## config.mk

```make
export PLATFORM = sky130hd
export DESIGN_NAME = dmem_arbiter
export DESIGN_NICKNAME = d
export VERILOG_FILES = /design/src/rtl/dmem_arb_pkg.sv /design/src/rtl/dmem_arbiter_sat_counter.sv /design/src/rtl/dmem_arbiter.sv
export SDC_FILE = /design/constraint.sdc
export NUM_CORES = 1
export LEC_CHECK = 0
export BUFFER_PORTS_ARGS = -buffer_cell sky130_fd_sc_hd__buf_2
export CAP_MARGIN = 20
export CORE_AREA = 2 2 122 124
export DETAILED_ROUTE_END_ITERATION = 7
export DIE_AREA = 0 0 124 126
export PLACE_DENSITY = 0.59
export SLEW_MARGIN = 20
export SYNTH_ARGS = -nofsm -noshare
export SYNTH_HDL_FRONTEND = slang
export SYNTH_SLANG_ARGS = --single-unit
```

## constraint.sdc

```tcl
create_clock -name clk -period 3.2 [get_ports clk]
set_clock_uncertainty 0.2 [all_clocks]
set_input_delay 0.64 -clock clk [delete_from_list [all_inputs] [get_ports clk]]
set_output_delay 0.64 -clock clk [all_outputs]
set_load 0.02 [all_outputs]
```

## src/rtl/dmem_arb_pkg.sv

```systemverilog
// Shared types and defaults for the data-memory arbiter.
package dmem_arb_pkg;

  // Arbiter FSM: IDLE accepts host requests, ACK is the one-cycle completion slot.
  typedef enum logic {
    IDLE = 1'b0,
    ACK  = 1'b1
  } state_e;

  localparam int DEFAULT_STARVE_LIMIT = 8;

  // Width needed to hold a starvation counter that saturates at 'limit'.
  function automatic int wait_cnt_width(input int limit);
    return (limit < 2) ? 1 : $clog2(limit + 1);
  endfunction

endpackage

```

## src/rtl/dmem_arbiter_sat_counter.sv

```systemverilog
// Saturating up-counter with synchronous clear and active-low synchronous reset.
module sat_counter #(
  parameter int           W     = 8,
  parameter logic [W-1:0] LIMIT = '1
) (
  input  logic         clk,
  input  logic         reset,
  input  logic         inc,
  input  logic         clear,
  output logic [W-1:0] count
);

  logic [W-1:0] count_q, count_d;

  // Next count: clear wins, otherwise step up until LIMIT is reached.
  always_comb begin
    count_d = count_q;
    if (clear) begin
      count_d = '0;
    end else if (inc && (count_q != LIMIT)) begin
      count_d = count_q + W'(1);
    end
  end

  // Count register.
  always_ff @(posedge clk) begin
    if (!reset) begin
      count_q <= '0;
    end else begin
      count_q <= count_d;
    end
  end

  assign count = count_q;

endmodule

```

## src/rtl/dmem_arbiter.sv

```systemverilog
// Shares the single-port data memory between the core load/store port and a
// host port. The core wins by default; a host starved for STARVE_LIMIT cycles
// gets a forced slot that stalls the core for exactly one cycle.
//
// Host handshake: the host raises host_req with host_we/host_addr/host_wdata
// and holds them stable until host_ack. The access is granted in some IDLE
// cycle (same cycle, combinationally onto the memory); host_ack pulses for one
// cycle on the following cycle with host_rdata valid for reads. During the ack
// cycle host_req is ignored, giving the host one cycle to drop or change it.
module dmem_arbiter
  import dmem_arb_pkg::*;
#(
  parameter int AW           = 32,
  parameter int DW           = 32,
  parameter int STARVE_LIMIT = DEFAULT_STARVE_LIMIT,
  parameter int CW           = 16
) (
  input  logic          clk,
  input  logic          reset,
  input  logic          cpu_memwrite,
  input  logic          cpu_memread,
  input  logic [AW-1:0] cpu_addr,
  input  logic [DW-1:0] cpu_wdata,
  output logic [DW-1:0] cpu_rdata,
  output logic          cpu_stall,
  input  logic          host_req,
  input  logic          host_we,
  input  logic [AW-1:0] host_addr,
  input  logic [DW-1:0] host_wdata,
  output logic [DW-1:0] host_rdata,
  output logic          host_ack,
  output logic          mem_we,
  output logic [AW-1:0] mem_addr,
  output logic [DW-1:0] mem_wdata,
  input  logic [DW-1:0] mem_rdata,
  output logic [CW-1:0] stall_count,
  output state_e        dbg_state
);

  localparam int             WCW      = wait_cnt_width(STARVE_LIMIT);
  localparam logic [WCW-1:0] WAIT_LIM = WCW'(STARVE_LIMIT);

  state_e          state_q, state_d;
  logic [DW-1:0]   host_rdata_q, host_rdata_d;
  logic [WCW-1:0]  wait_cnt;
  logic            cpu_access;
  logic            host_grant;
  logic            wait_inc;
  logic            wait_clr;

  assign cpu_access = cpu_memwrite | cpu_memread;

  // Next-state and grant: host only wins in IDLE, on a free cycle or once starved.
  always_comb begin
    state_d    = state_q;
    host_grant = 1'b0;
    case (state_q)
      IDLE: begin
        host_grant = host_req & (~cpu_access | (wait_cnt == WAIT_LIM));
        if (host_grant) begin
          state_d = ACK;
        end
      end
      ACK:     state_d = IDLE;
      default: state_d = IDLE;
    endcase
  end

  // Host read data is captured in the grant cycle and held otherwise.
  always_comb begin
    host_rdata_d = host_rdata_q;
    if (host_grant && !host_we) begin
      host_rdata_d = mem_rdata;
    end
  end

  // State and host read-data registers.
  always_ff @(posedge clk) begin
    if (!reset) begin
      state_q      <= IDLE;
      host_rdata_q <= '0;
    end else begin
      state_q      <= state_d;
      host_rdata_q <= host_rdata_d;
    end
  end

  // Starvation tracking: counts IDLE cycles where the host was blocked by the core.
  // It is already zero in ACK because the grant cleared it, so ACK holds it at 0.
  assign wait_inc = (state_q == IDLE) & host_req & cpu_access & ~host_grant;
  assign wait_clr = ~host_req | host_grant;

  sat_counter #(
    .W     (WCW),
    .LIMIT (WAIT_LIM)
  ) u_wait_cnt (
    .clk   (clk),
    .reset (reset),
    .inc   (wait_inc),
    .clear (wait_clr),
    .count (wait_cnt)
  );

  // Forced-stall statistics, saturating at all-ones.
  sat_counter #(
    .W     (CW),
    .LIMIT ({CW{1'b1}})
  ) u_stall_cnt (
    .clk   (clk),
    .reset (reset),
    .inc   (cpu_stall),
    .clear (1'b0),
    .count (stall_count)
  );

  // Memory mux; writes and stalls are suppressed while reset is held low.
  always_comb begin
    mem_addr  = cpu_addr;
    mem_wdata = cpu_wdata;
    mem_we    = reset & cpu_memwrite;
    if (host_grant) begin
      mem_addr  = host_addr;
      mem_wdata = host_wdata;
      mem_we    = reset & host_we;
    end
  end

  assign cpu_stall  = reset & host_grant & cpu_access;
  assign cpu_rdata  = mem_rdata;
  assign host_rdata = host_rdata_q;
  assign host_ack   = (state_q == ACK);
  assign dbg_state  = state_q;

endmodule

```

# ---- Yosys cells after proc, flatten, opt, wreduce, memory -nomap -nowiden
# Index checks and enable logic that the tools add are counted.
dict set report totals {
  elab_cells 36
  output_inout_bits 148
  register_bits 53
}
dict set report op_classes {
  n_reduce_logical 5
  n_eq_ne 3
  mux 6
  bitwise 16
  n_addsub 2
}
# cell count
set op_table {}
lappend op_table {{2-to-1 mux 32 bit} 2}
lappend op_table {{adder 16 x 1 -> 16 bit (second input constant)} 1}
lappend op_table {{!= test 16 bit (second input constant)} 1}
lappend op_table {{AND 1 bit} 8}
lappend op_table {{NOT 1 bit} 5}
lappend op_table {{adder 4 x 1 -> 4 bit (second input constant)} 1}
lappend op_table {{== test 4 bit (second input constant)} 1}
lappend op_table {{!= test 4 bit (second input constant)} 1}
lappend op_table {{logical AND 1 bit} 3}
lappend op_table {{2-to-1 mux 1 bit} 3}
lappend op_table {{bitwise OR 1 bit} 3}
lappend op_table {{one-hot mux 1 bit (2 select lines)} 1}
lappend op_table {{OR reduction 2 bit} 1}
lappend op_table {{logical NOT 1 bit} 1}

# ---- Depth between registers and ports, before layout
dict set report depth {
  word_depth 8
  depth_mapped 8
}

# ---- Cells and area by module
# A second synthesis with hierarchy kept.
dict set report hier_totals {
  hier_cells 375
  area_unflattened_um2 3593.4
}
# module area_per_inst_um2 seq_area_each_um2 cells_each n_inst
set by_module_without_submodules {}
lappend by_module_without_submodules {dmem_arbiter 2523.7 660.6 260 1}
lappend by_module_without_submodules {{sat_counter at u_stall_cnt} 864.6 320.3 91 1}
lappend by_module_without_submodules {{sat_counter at u_wait_cnt} 205.2 80.1 24 1}

# ---- Least setup slack after synthesis
# Ideal clock, no wire load.
dict set report synth_path {
  path_type {register to output}
  start {register u_wait_cnt.count_q[0], in the netlist u_wait_cnt.count[0]}
  end {output mem_addr[0]}
  path_stages_with_launch 9
  required_ns 2.360
  slack_ns 0.413
  n_path_buf 3
  arrival_time_ns 1.947
  path_cell_list {dfxtp_1 > inv_1 > ha_1 > and3b_1 > clkbuf_1 > o21ai_0 > buf_2 > buf_2 > mux2_2}
}
dict set report synth_via {
  elab_chain_cells 5
}
# item line
set synth_rtl {}
lappend synth_rtl {{start: declaration} dmem_arbiter_sat_counter.sv:13} ;# logic [W-1:0] count_q, count_d;
lappend synth_rtl {{start signal: assignment} dmem_arbiter_sat_counter.sv:30} ;# count_q <= count_d;
lappend synth_rtl {{== test 4 bit} dmem_arbiter.sv:59} ;# host_grant = host_req & (~cpu_access | (wait_cnt == WAIT_LIM));
lappend synth_rtl {{bitwise OR 1 bit} dmem_arbiter.sv:59}
lappend synth_rtl {{AND 1 bit} dmem_arbiter.sv:59}
lappend synth_rtl {{2-to-1 mux 1 bit} dmem_arbiter.sv:57} ;# case (state_q)
lappend synth_rtl {{2-to-1 mux 32 bit} dmem_arbiter.sv:121} ;# if (host_grant) begin
lappend synth_rtl {{end: declaration} dmem_arbiter.sv:33} ;# output logic [AW-1:0] mem_addr,
# Every way passes these cells.

# ---- Final worst setup path
dict set report layout_path {
  start {register u_wait_cnt.count_q[0], in the netlist u_wait_cnt.count[0]}
  end {output mem_wdata[26]}
}
dict set report layout_via {
  elab_chain_cells 5
}
# item line
set layout_rtl {}
lappend layout_rtl {{== test 4 bit} dmem_arbiter.sv:59}
lappend layout_rtl {{bitwise OR 1 bit} dmem_arbiter.sv:59}
lappend layout_rtl {{AND 1 bit} dmem_arbiter.sv:59}
lappend layout_rtl {{2-to-1 mux 1 bit} dmem_arbiter.sv:57}
lappend layout_rtl {{2-to-1 mux 32 bit} dmem_arbiter.sv:121}
lappend layout_rtl {{end: declaration} dmem_arbiter.sv:34} ;# output logic [DW-1:0] mem_wdata,
# Every way passes these cells.

==> impl_metrics.env <==
export IMPL_antenna_found_initial=0
export IMPL_via_per_inst=4.38
export IMPL_grt_pass1_vias=3372
export IMPL_syn_nets=547
export IMPL_cp_start_kind="register"
export IMPL_drive_gt1_frac=0.614
export IMPL_fillCellCount=1563
export IMPL_synth_cells=378
export IMPL_power_w=0.00170
export IMPL_path_buf_inv=4
export IMPL_cts_max_level=2
export IMPL_crit_type="register to output port"
export IMPL_dieArea_um2=15600
export IMPL_grt_max_degree=67
export IMPL_grt_pass1_wl_um=18300
export IMPL_clkSlewWorstSetupHoldPaths_ns=0.08
export IMPL_cap_violations=0
export IMPL_diodes=0
export IMPL_crit_family="buffers and inverters"
export IMPL_synth_area_leaders="dfxtp_1, mux2_2, nand2_1, buf_4, a21oi_1"
export IMPL_clock_sinks=53
export IMPL_vias=3671
export IMPL_powerDensity_nw_per_um2=340
export IMPL_cts_tree="yes"
export IMPL_holdPathStages=2
export IMPL_worstRegToRegCells=7
export IMPL_syn_area_um2=3230
export IMPL_totalWireLength_um=13400
export IMPL_cp_depth=8
export IMPL_cts_hold_buf=0
export IMPL_cp_common_cell="buf_12"
export IMPL_place_congestion=0.857
export IMPL_core_area_um2=14300
export IMPL_cp_end_kind="output port"
export IMPL_max_freq_ghz=0.321
export IMPL_fin_ws_ns=0.0857
export IMPL_die_w_um=124
export IMPL_ys_ff_latch=53
export IMPL_crit_chain="inv_1, ha_1, and3b_2, o21ai_4, buf_12, buf_12, mux2_2, buf_2"
export IMPL_portBuffers=313
export IMPL_drt_initial_drc_count=189
export IMPL_start_util=0.225
export IMPL_crit_slowest_cell="mux2_2"
export IMPL_yosysSeqAreaShare=0.329
export IMPL_finalMaxSlewViolations=0
export IMPL_cts_root_buf="clkbuf_16"
export IMPL_ios=314
export IMPL_dp_worst_setup_slack_ns=0.348
export IMPL_ir_worst_vdd_mv=0.205
export IMPL_ys_types=37
export IMPL_nets=823
export IMPL_areaGrowthSynthToFinish_pct=54.9
export IMPL_clock_path_buffers=2
export IMPL_period_minus_slack_ns=3.11
export IMPL_grt_usage=0.152
export IMPL_p_leak_nw=2.45
export IMPL_worstSkewPairLatency_ns=0.29
export IMPL_utilization=0.349
export IMPL_crit_path_max_incr_delay_ns=0.39
export IMPL_grt_overflow=0
export IMPL_cts_made_buffers=5
export IMPL_status="finished, final reports clean"
export IMPL_arrival_ns=2.27
export IMPL_dr_pass1_iters=4
export IMPL_ant_nets=0
export IMPL_holdCritPathClass="register to register"
export IMPL_synth_top_area_cell="dfxtp_1"
export IMPL_ys_warn_count=0
export IMPL_critical_path_required_ns=2.36
export IMPL_synth_area_per_cell_um2=8.54
export IMPL_fin_crit_sh=0.973
export IMPL_worstMarginPinSlew_ns=0.655
export IMPL_wl_per_cell_um=15.9
export IMPL_row_count=44
export IMPL_totalNegativeSetupSlack_ns=0
export IMPL_relSlewSlack=0.559
export IMPL_synth_top_area_frac=0.329
export IMPL_setup_viol=0
export IMPL_post_dp_hpwl_um=10400
export IMPL_die_h_um=126
export IMPL_holdWs_ns=0.251
export IMPL_crit_path_max_fanout=17
export IMPL_hold_viol=0
export IMPL_drc_errors=0
final timing paths:
kind | startpoint | endpoint | slack, ns
setup reg to reg | u_wait_cnt.count[0] | u_stall_cnt.count[4] | 0.88
setup / recovery | u_wait_cnt.count[0] | mem_wdata[26] | 0.09
hold reg to reg | host_rdata[29] | host_rdata[29] | 0.25
hold / removal | host_rdata[29] | host_rdata[29] | 0.25
layout make-up:
class,count,area (um^2),share of cell area
sequential,53,1060,0.212
clock inverter,3,25.0,0.00501
timing repair buffer,325,1720,0.345
tap,184,230,0.0461
clock buffer,5,125,0.0250
inverter,8,30.0,0.00601
multi-input combinational,261,1800,0.361
metal layers:
metal	up-vias	track usage	part of all wire
met1	1675	0.201	0.44
met3	8	0.0389	0.075
met4	0	0.0218	0.0061
met2	147	0.255	0.48
met5	-	0	0
li1	1841	-	-
synth_stat cells, drive strengths merged:
library cell / number
nand2: 77
mux2: 64
dfxtp: 53
a21oi: 44
buf: 43
clkbuf: 13
inv: 7
mux2i: 7
nand3: 6
nor2: 6
o21ai: 6
o31ai: 6
or4: 6
nand4: 5
nor4: 5
nand3b: 4
or3: 4
ha: 3
nand2b: 2
nor3: 2
nor4b: 2
o41ai: 2
and3: 1
and3b: 1
and4: 1
clkinv: 1
nor2b: 1
nor3b: 1
o211a: 1
o211ai: 1
o311a: 1
o311ai: 1
or2b: 1
worst reg2reg max path: cells and delay by family, from the launching register on:
kind	cells	cell delay [ns]
and+or+nand+nor	3	1.01
DFF	1	0.33
buffers and inverters	2	0.30
muxes	1	0.23
adders and majority gates	1	0.18
sequential cells by signal (all words and copies together) (netlist names):
| register | count |
|---|---|
| dbg_state | 1 |
| host_rdata | 32 |
| u_stall_cnt.count | 16 |
| u_wait_cnt.count | 4 |
layout by cell type (no fill, tap or decap), types with 7 or more instances in the layout:
cell / n
buf_2: 313
nand2_1: 77
mux2_2: 64
dfxtp_1: 53
a21oi_1: 44
inv_1: 7
mux2i_1: 7
clkbuf_16: 7
buf_4: 7
kinds of logic after synthesis:
kind of cell | Yosys count | synth area share
simple gates | 125 | 0.188
mux | 71 | 0.245
buf+inv | 64 | 0.119
compound gates | 62 | 0.108
flops | 53 | 0.329
fa+ha+maj | 3 | 0.0116
what timing repair did:
action,in CTS,in global routing
buffers inserted,0,1
resized for setup,0,2
endpoints found under the setup margin,0,64
power breakdown:
part           switching (W)  internal, W
clock network       0.000267     0.000296
logic               0.000258     0.000206
registers         0.00000535     0.000668
total               0.000530      0.00117
through the flow:
stage,std cells,instance area [um^2]
5_1_grt,839,5000
4_1_cts,835,4910
3_5_place_dp,827,4760
3_3_place_gp,827,4760
2_1_floorplan,378,3230
6_report,839,5000
Power figures use the tool's default switching activity.
